===== src/rtl/dbg_ctrl_pkg.sv =====
// Shared state encoding and dcsr cause codes for the debug halt controller.
// Cause CAUSE_RESETHALT is only produced when DBG_HALT_ON_RESET_EN is defined.
package dbg_ctrl_pkg;

    typedef enum logic [2:0] {
        RUN,
        DRAIN,
        HALT_SAVE,
        HALTED,
        RESUME,
        STEP
    } dbg_state_e;

    localparam logic [1:0] CAUSE_EBREAK    = 2'b00;
    localparam logic [1:0] CAUSE_HALTREQ   = 2'b01;
    localparam logic [1:0] CAUSE_STEP      = 2'b10;
    localparam logic [1:0] CAUSE_RESETHALT = 2'b11;

endpackage


===== src/rtl/dbg_drain_timer.sv =====
// Drain counter: counts cycles while enabled, clears on request, and flags
// the last allowed drain cycle (count == DRAIN_TIMEOUT-1).
module dbg_drain_timer #(
    parameter int DRAIN_TIMEOUT = 16,
    parameter int CNT_W         = 8
) (
    input  logic clk_i,
    input  logic reset_i,
    input  logic clear_i,
    input  logic enable_i,
    output logic timeout_o
);

    localparam logic [CNT_W-1:0] LAST_CNT = CNT_W'(DRAIN_TIMEOUT - 1);

    logic [CNT_W-1:0] cnt_q, cnt_d;

    always_comb begin
        cnt_d = cnt_q;
        if (clear_i) begin
            cnt_d = '0;
        end else if (enable_i) begin
            cnt_d = cnt_q + CNT_W'(1);
        end
    end

    always_ff @(posedge clk_i or posedge reset_i) begin
        if (reset_i) begin
            cnt_q <= '0;
        end else begin
            cnt_q <= cnt_d;
        end
    end

    assign timeout_o = (cnt_q == LAST_CNT);

endmodule


===== src/rtl/debug_halt_controller.sv =====
// Debug halt/resume/single-step sequencer between the DM, the pipeline and the Debug CSRs.
// Optional halt-on-reset behaviour is enabled with the macro DBG_HALT_ON_RESET_EN.
module debug_halt_controller
    import dbg_ctrl_pkg::*;
#(
    parameter int DRAIN_TIMEOUT = 16,
    parameter int CNT_W         = 8
) (
    input  logic        clk_i,
    input  logic        reset_i,
    input  logic        dm_haltreq_i,
    input  logic        dm_resumereq_i,
    input  logic        ebreak_i,
    input  logic        instr_retire_i,
    input  logic        pipeline_empty_i,
    input  logic        DSP_dcsr_step_i,
    input  logic        DSP_dcsr_ebreakm_i,
    input  logic [31:0] resume_pc_i,
    output logic        DSP_reg_access_o,
    output logic [1:0]  DSP_cause_control_o,
    output logic        DSP_status_reset_o,
    output logic        pipeline_stall_o,
    output logic        pipeline_flush_o,
    output logic        pc_redirect_o,
    output logic [31:0] pc_redirect_addr_o,
    output logic        dm_halted_o,
    output logic        dm_running_o,
    output logic        dm_resumeack_o
);

`ifdef DBG_HALT_ON_RESET_EN
    localparam dbg_state_e RESET_STATE = HALT_SAVE;
    localparam logic [1:0] RESET_CAUSE = CAUSE_RESETHALT;
`else
    localparam dbg_state_e RESET_STATE = RUN;
    localparam logic [1:0] RESET_CAUSE = CAUSE_EBREAK;
`endif

    dbg_state_e  state_q, state_d;
    logic [1:0]  cause_q, cause_d;
    logic [31:0] addr_q, addr_d;
    logic        drain_timeout;
    logic        ebreak_hit;

    assign ebreak_hit = ebreak_i & DSP_dcsr_ebreakm_i;

    dbg_drain_timer #(
        .DRAIN_TIMEOUT(DRAIN_TIMEOUT),
        .CNT_W        (CNT_W)
    ) u_drain_timer (
        .clk_i    (clk_i),
        .reset_i  (reset_i),
        .clear_i  (state_q != DRAIN),
        .enable_i (state_q == DRAIN),
        .timeout_o(drain_timeout)
    );

    always_comb begin
        state_d             = state_q;
        cause_d             = cause_q;
        addr_d              = addr_q;
        DSP_reg_access_o    = 1'b0;
        DSP_cause_control_o = 2'b00;
        DSP_status_reset_o  = 1'b0;
        pipeline_stall_o    = 1'b0;
        pipeline_flush_o    = 1'b0;
        pc_redirect_o       = 1'b0;
        dm_halted_o         = 1'b0;
        dm_running_o        = 1'b0;
        dm_resumeack_o      = 1'b0;
        case (state_q)
            RUN: begin
                dm_running_o = 1'b1;
                if (ebreak_hit) begin
                    state_d = HALT_SAVE;
                    cause_d = CAUSE_EBREAK;
                end else if (dm_haltreq_i) begin
                    state_d = DRAIN;
                end
            end
            DRAIN: begin
                // Halt is committed once draining starts; haltreq dropping does not abort it.
                pipeline_stall_o = 1'b1;
                if (ebreak_hit) begin
                    state_d = HALT_SAVE;
                    cause_d = CAUSE_EBREAK;
                end else if (pipeline_empty_i || drain_timeout) begin
                    state_d = HALT_SAVE;
                    cause_d = CAUSE_HALTREQ;
                end
            end
            HALT_SAVE: begin
                DSP_reg_access_o    = 1'b1;
                DSP_cause_control_o = cause_q;
                pipeline_flush_o    = 1'b1;
                pipeline_stall_o    = 1'b1;
                state_d             = HALTED;
            end
            HALTED: begin
                pipeline_stall_o = 1'b1;
                dm_halted_o      = 1'b1;
                if (dm_resumereq_i && !dm_haltreq_i) begin
                    state_d = RESUME;
                    addr_d  = resume_pc_i;
                end
            end
            RESUME: begin
                DSP_status_reset_o = 1'b1;
                pc_redirect_o      = 1'b1;
                dm_resumeack_o     = 1'b1;
                state_d            = DSP_dcsr_step_i ? STEP : RUN;
            end
            STEP: begin
                dm_running_o = 1'b1;
                if (ebreak_hit) begin
                    state_d = HALT_SAVE;
                    cause_d = CAUSE_EBREAK;
                end else if (instr_retire_i) begin
                    state_d = HALT_SAVE;
                    cause_d = CAUSE_STEP;
                end
            end
            default: state_d = RUN;
        endcase
`ifdef DBG_HALT_ON_RESET_EN
        // Hold the hart frozen while reset is applied; the save strobe follows release.
        if (reset_i) begin
            DSP_reg_access_o    = 1'b0;
            DSP_cause_control_o = 2'b00;
            DSP_status_reset_o  = 1'b0;
            pipeline_stall_o    = 1'b1;
            pipeline_flush_o    = 1'b0;
            pc_redirect_o       = 1'b0;
            dm_halted_o         = 1'b0;
            dm_running_o        = 1'b0;
            dm_resumeack_o      = 1'b0;
        end
`endif
    end

    always_ff @(posedge clk_i or posedge reset_i) begin
        if (reset_i) begin
            state_q <= RESET_STATE;
            cause_q <= RESET_CAUSE;
            addr_q  <= 32'h0;
        end else begin
            state_q <= state_d;
            cause_q <= cause_d;
            addr_q  <= addr_d;
        end
    end

    assign pc_redirect_addr_o = addr_q;

endmodule


===== config.mk =====
export PLATFORM = sky130hd
export DESIGN_NAME = debug_halt_controller
export DESIGN_NICKNAME = d
export VERILOG_FILES = /design/src/rtl/dbg_ctrl_pkg.sv /design/src/rtl/dbg_drain_timer.sv /design/src/rtl/debug_halt_controller.sv
export SDC_FILE = /design/constraint.sdc
export NUM_CORES = 1
export LEC_CHECK = 0
export BUFFER_PORTS_ARGS = -buffer_cell sky130_fd_sc_hd__clkbuf_2
export CORE_ASPECT_RATIO = 0.6
export CORE_UTILIZATION = 51
export CTS_CLUSTER_SIZE = 30
export DETAILED_ROUTE_END_ITERATION = 12
export GPL_ROUTABILITY_DRIVEN = 0
export GPL_TIMING_DRIVEN = 0
export PLACE_DENSITY = 0.95
export SLEW_MARGIN = 25
export SYNTH_ARGS = -nofsm -noshare
export SYNTH_HDL_FRONTEND = slang
export SYNTH_SLANG_ARGS = --single-unit
export TNS_END_PERCENT = 30

===== constraint.sdc =====
create_clock -name clk_i -period 2.2 [get_ports clk_i]
set_input_delay 0.22 -clock clk_i [delete_from_list [all_inputs] [get_ports clk_i]]
set_output_delay 0.22 -clock clk_i [all_outputs]
set_load 0.01 [all_outputs]

==> summary.txt <==
Outcome
  – Status: finished, final reports clean

Logic synthesis
  – Post-synth top cells: 45 x dfrtp_1, 30 x mux2_1, 9 x nor2_1
  – Adder and majority gate portion of the synthesized area: 0.617%
  – Simple-gate share of the synthesized area: 10.9%
  – Ys Warns: 0
  – Top cells by area, synth: dfrtp_1 55%, mux2_1 17%, nor2_1 1.7%
  – Mux contribution to synthesized area: 17.8%
  – Most numerous cell in the Yosys netlist: dfrtp_1
  – Yosys top cell by area: dfrtp_1
  – Ys async rst share: 100%
  – Post-synth EDFFs: 0
  – Synthesized net count: between 200 and 250
  – Post-Synth XOR/XNOR Area: 1.29%
  – Mapped Avg Cell Area: 12.8 um^2
  – Synth Area in Compound Gates: between 8 and 9%
  – Largest family of logic cells by synthesized area: multiplexers
  – Syn Inst Count: 159
  – FF+latch count, synth: 45
  – Synth cell types: 41
  – Sequential share of the synthesized area: 55.5%
  – Synth top area share: 55.5%
  – Most common flop cell mapped by yosys: dfrtp_1
  – Cell area after synthesis: roughly 2000 um^2

Clocking
  – Hold-fix buffers, CTS: 1
  – TritonCTS clock tree: built
  – Clk root buf: clkbuf_8
  – Clock Path Buffers: 2
  – Clock H-tree levels: 2
  – Clock transition at the registers of the reported paths: 90 ps
  – Sinks on Clock Net: 45
  – Cts bufs inserted: 5
  – Clock Latency Late Sink: 290 ps
  – Post-CTS setup buffer count: 0
  – Post-cts sizing count: 0

Power and ir drop
  – Cell Pwr Density: 1220 nW/um^2
  – Peak supply drop: 0.817 mV
  – Leak: 1.30 nW

Die
  – Row Count: 17
  – Die ar.: 4240 um^2
  – Ports: 83
  – Core ar.: 3740 um^2
  – Die Height: 50.9 um
  – Initial Utilization: 54.2%
  – Chip Width: roughly 83 um

Timing
  – Setup Skew: 5.94 ps
  – Min cycle time layout: 1840 ps
  – Relative slew margins: 60.0%
  – Setup ws final: approximately 360 ps
  – Final Slew Violations: 0
  – Hold Fails Final Rpt: 0
  – Final setup fails: 0
  – Hold Slack: 137 ps
  – Period utilization: 83.7%
  – Worst Tran Pin Value: 594 ps
  – Highest Clock Rate: 543 MHz
  – Setup TNS: 0 ps
  – RSZ-0062 raised after global routing: no

Worst setup path
  – Crit-path leading delay family: simple AND/OR/NAND/NOR gates
  – Critical path type: register to output pin
  – Worst EP required: 1980 ps
  – CP Max Fanout: 10
  – Crit end category: output pin
  – Worst path bufs/invs: 3
  – Critical path cell sequence: buf_4 > nor2b_1 > nor2b_1 > buf_4 > clkbuf_2
  – Worst stage delay on the critical path: around 370 ps
  – Setup crit start kind: register
  – Slowest CP cell: dfrtp_1
  – Critical path arrival: 1620 ps

Drt
  – Via count: 1554
  – DRC: 0
  – Initial drt markers: 32
  – Drt pass-1 iters: 4
  – Routed WL: ~4000 um
  – Routed wire length per instance: between 10 and 15 um
  – Vias per inst: 5.21
  – Routed Antenna Nets: 0

Placed design
  – IO Port Bufs: 82
  – Placed insts: 289
  – Pre-CTS setup slack: approximately 660 ps
  – DP HPWL: about 3300 um

Finish
  – Final core occ: 70.1%
  – Register area: 1130 um^2
  – Ratio of cells with drive above 1 in the final layout: 42.6%
  – Diodes inserted: 0
  – Multi-input gate area in the final layout: 800 um^2
  – Fill cells: roughly 260
  – Area added between synthesis and finish: 29.3%
  – Nets: 292
  – Final Non-Filler Cells: 298

Run
  – Max-cap violation count: 0

GRT
  – Grt met3 use: under 10%
  – Number of global-route vias before repair: 1490
  – Initial antenna violation count: 0
  – M1 GR Usage: 28.1%
  – Met2 Resource Use GR: 33.1%
  – GRT Total Usage: 20.6%
  – First-pass GRT wire length: 6780 um
  – Total grt overflow: 0
  – GR peak layer: met2
  – Largest net degree at the start of global routing: 26

Min path
  – Worst hold path class: input pin to register
[cell families (layout without fill, tap and decap cells)]
logic type,Yosys count,in the layout
AOI/OAI and AO/OA,25,25
xor gates and xnor gates,3,3
adders and majority gates,1,1
buffers and inverters,17,109
DFF,45,45
muxes,32,32
and+or+nand+nor,36,36
[report_power, final]
| group | total (mW) | switching [mW] | internal, mW |
|---|---|---|---|
| Sequential | 1.36 | 0.185 | 1.18 |
| Clock | 0.500 | 0.276 | 0.224 |
| Combinational | 1.34 | 0.699 | 0.642 |
| Total | 3.21 | 1.16 | 2.05 |
[worst register-to-register path, stage by stage, from the launching register on]
cell and delay, ps:
dfrtp_1 420, nand3b_4 200, nor2_4 220, buf_6 190, mux2_1 340
[layout by cell type, fill, tap and decap left out, types with 2 or more instances in the layout]
cell type and n:
clkbuf_2 82, dfrtp_1 45, mux2_1 30, nor2_1 9
inv_1 6, nand3_1 5, a21oi_1 5, clkbuf_8 5
buf_4 4, nand2b_1 3, buf_6 3, nor2b_1 3
o211ai_1 3, o21ai_0 3, or3_1 3, buf_2 2
a211oi_1 2, nand2_1 2, a31o_1 2, a32oi_1 2
and2_1 2, clkbuf_1 2, xnor2_1 2, mux2_2 2
clkinvlp_4 2
[layout make-up]
type	instances	area share, %
inverters	7	1.00
multi-input cells	97	30.5
clock buffers	6	2.77
clock inverters	2	0.572
repair buffers	84	17.1
plain buffers	10	2.96
well taps	47	2.24
flip-flops and latches	45	42.9
[through the flow]
step	power (mW)	area [um^2]
after floorplan	2.16	2030
after global routing	3.41	2620
final	3.21	2620
after global placement	2.65	2500
after detailed placement	2.74	2530
after CTS	3.23	2620
[layer usage]
| metal | routed length, um | vias to the layer above |
|---|---|---|
| li1 | - | 750 |
| met2 | 1860 | 52 |
| met4 | 25 | 0 |
| met5 | 0 | - |
| met3 | 238 | 4 |
| met1 | 1940 | 748 |
[state kept, by name, summed over array words and instances, names as in the netlist]
name and cells:
pc_redirect_addr_o 32, u_drain_timer.cnt_q 8, cause_q 2, state_q 3
[path summary, 6_finish.rpt]
kind                                             startpoint                                  to  slack (ps)  cells after the start
min in group asynchronous                           reset_i  pc_redirect_addr_o[24]$_DFFE_PP0P_         510                      3
min                                         resume_pc_i[23]  pc_redirect_addr_o[23]$_DFFE_PP0P_         140                      2
max in group asynchronous                           reset_i    u_drain_timer.cnt_q[1]$_DFF_PP0_        1200                      4
min reg2reg                u_drain_timer.cnt_q[0]$_DFF_PP0_    u_drain_timer.cnt_q[0]$_DFF_PP0_         490                      1
max                                  state_q[0]$_DFFE_PP0P_                      dm_resumeack_o         360                      5
max reg2reg                          state_q[2]$_DFFE_PP0P_   pc_redirect_addr_o[1]$_DFFE_PP0P_         710                      4
Note: power is estimated with default switching activity, not from simulation.
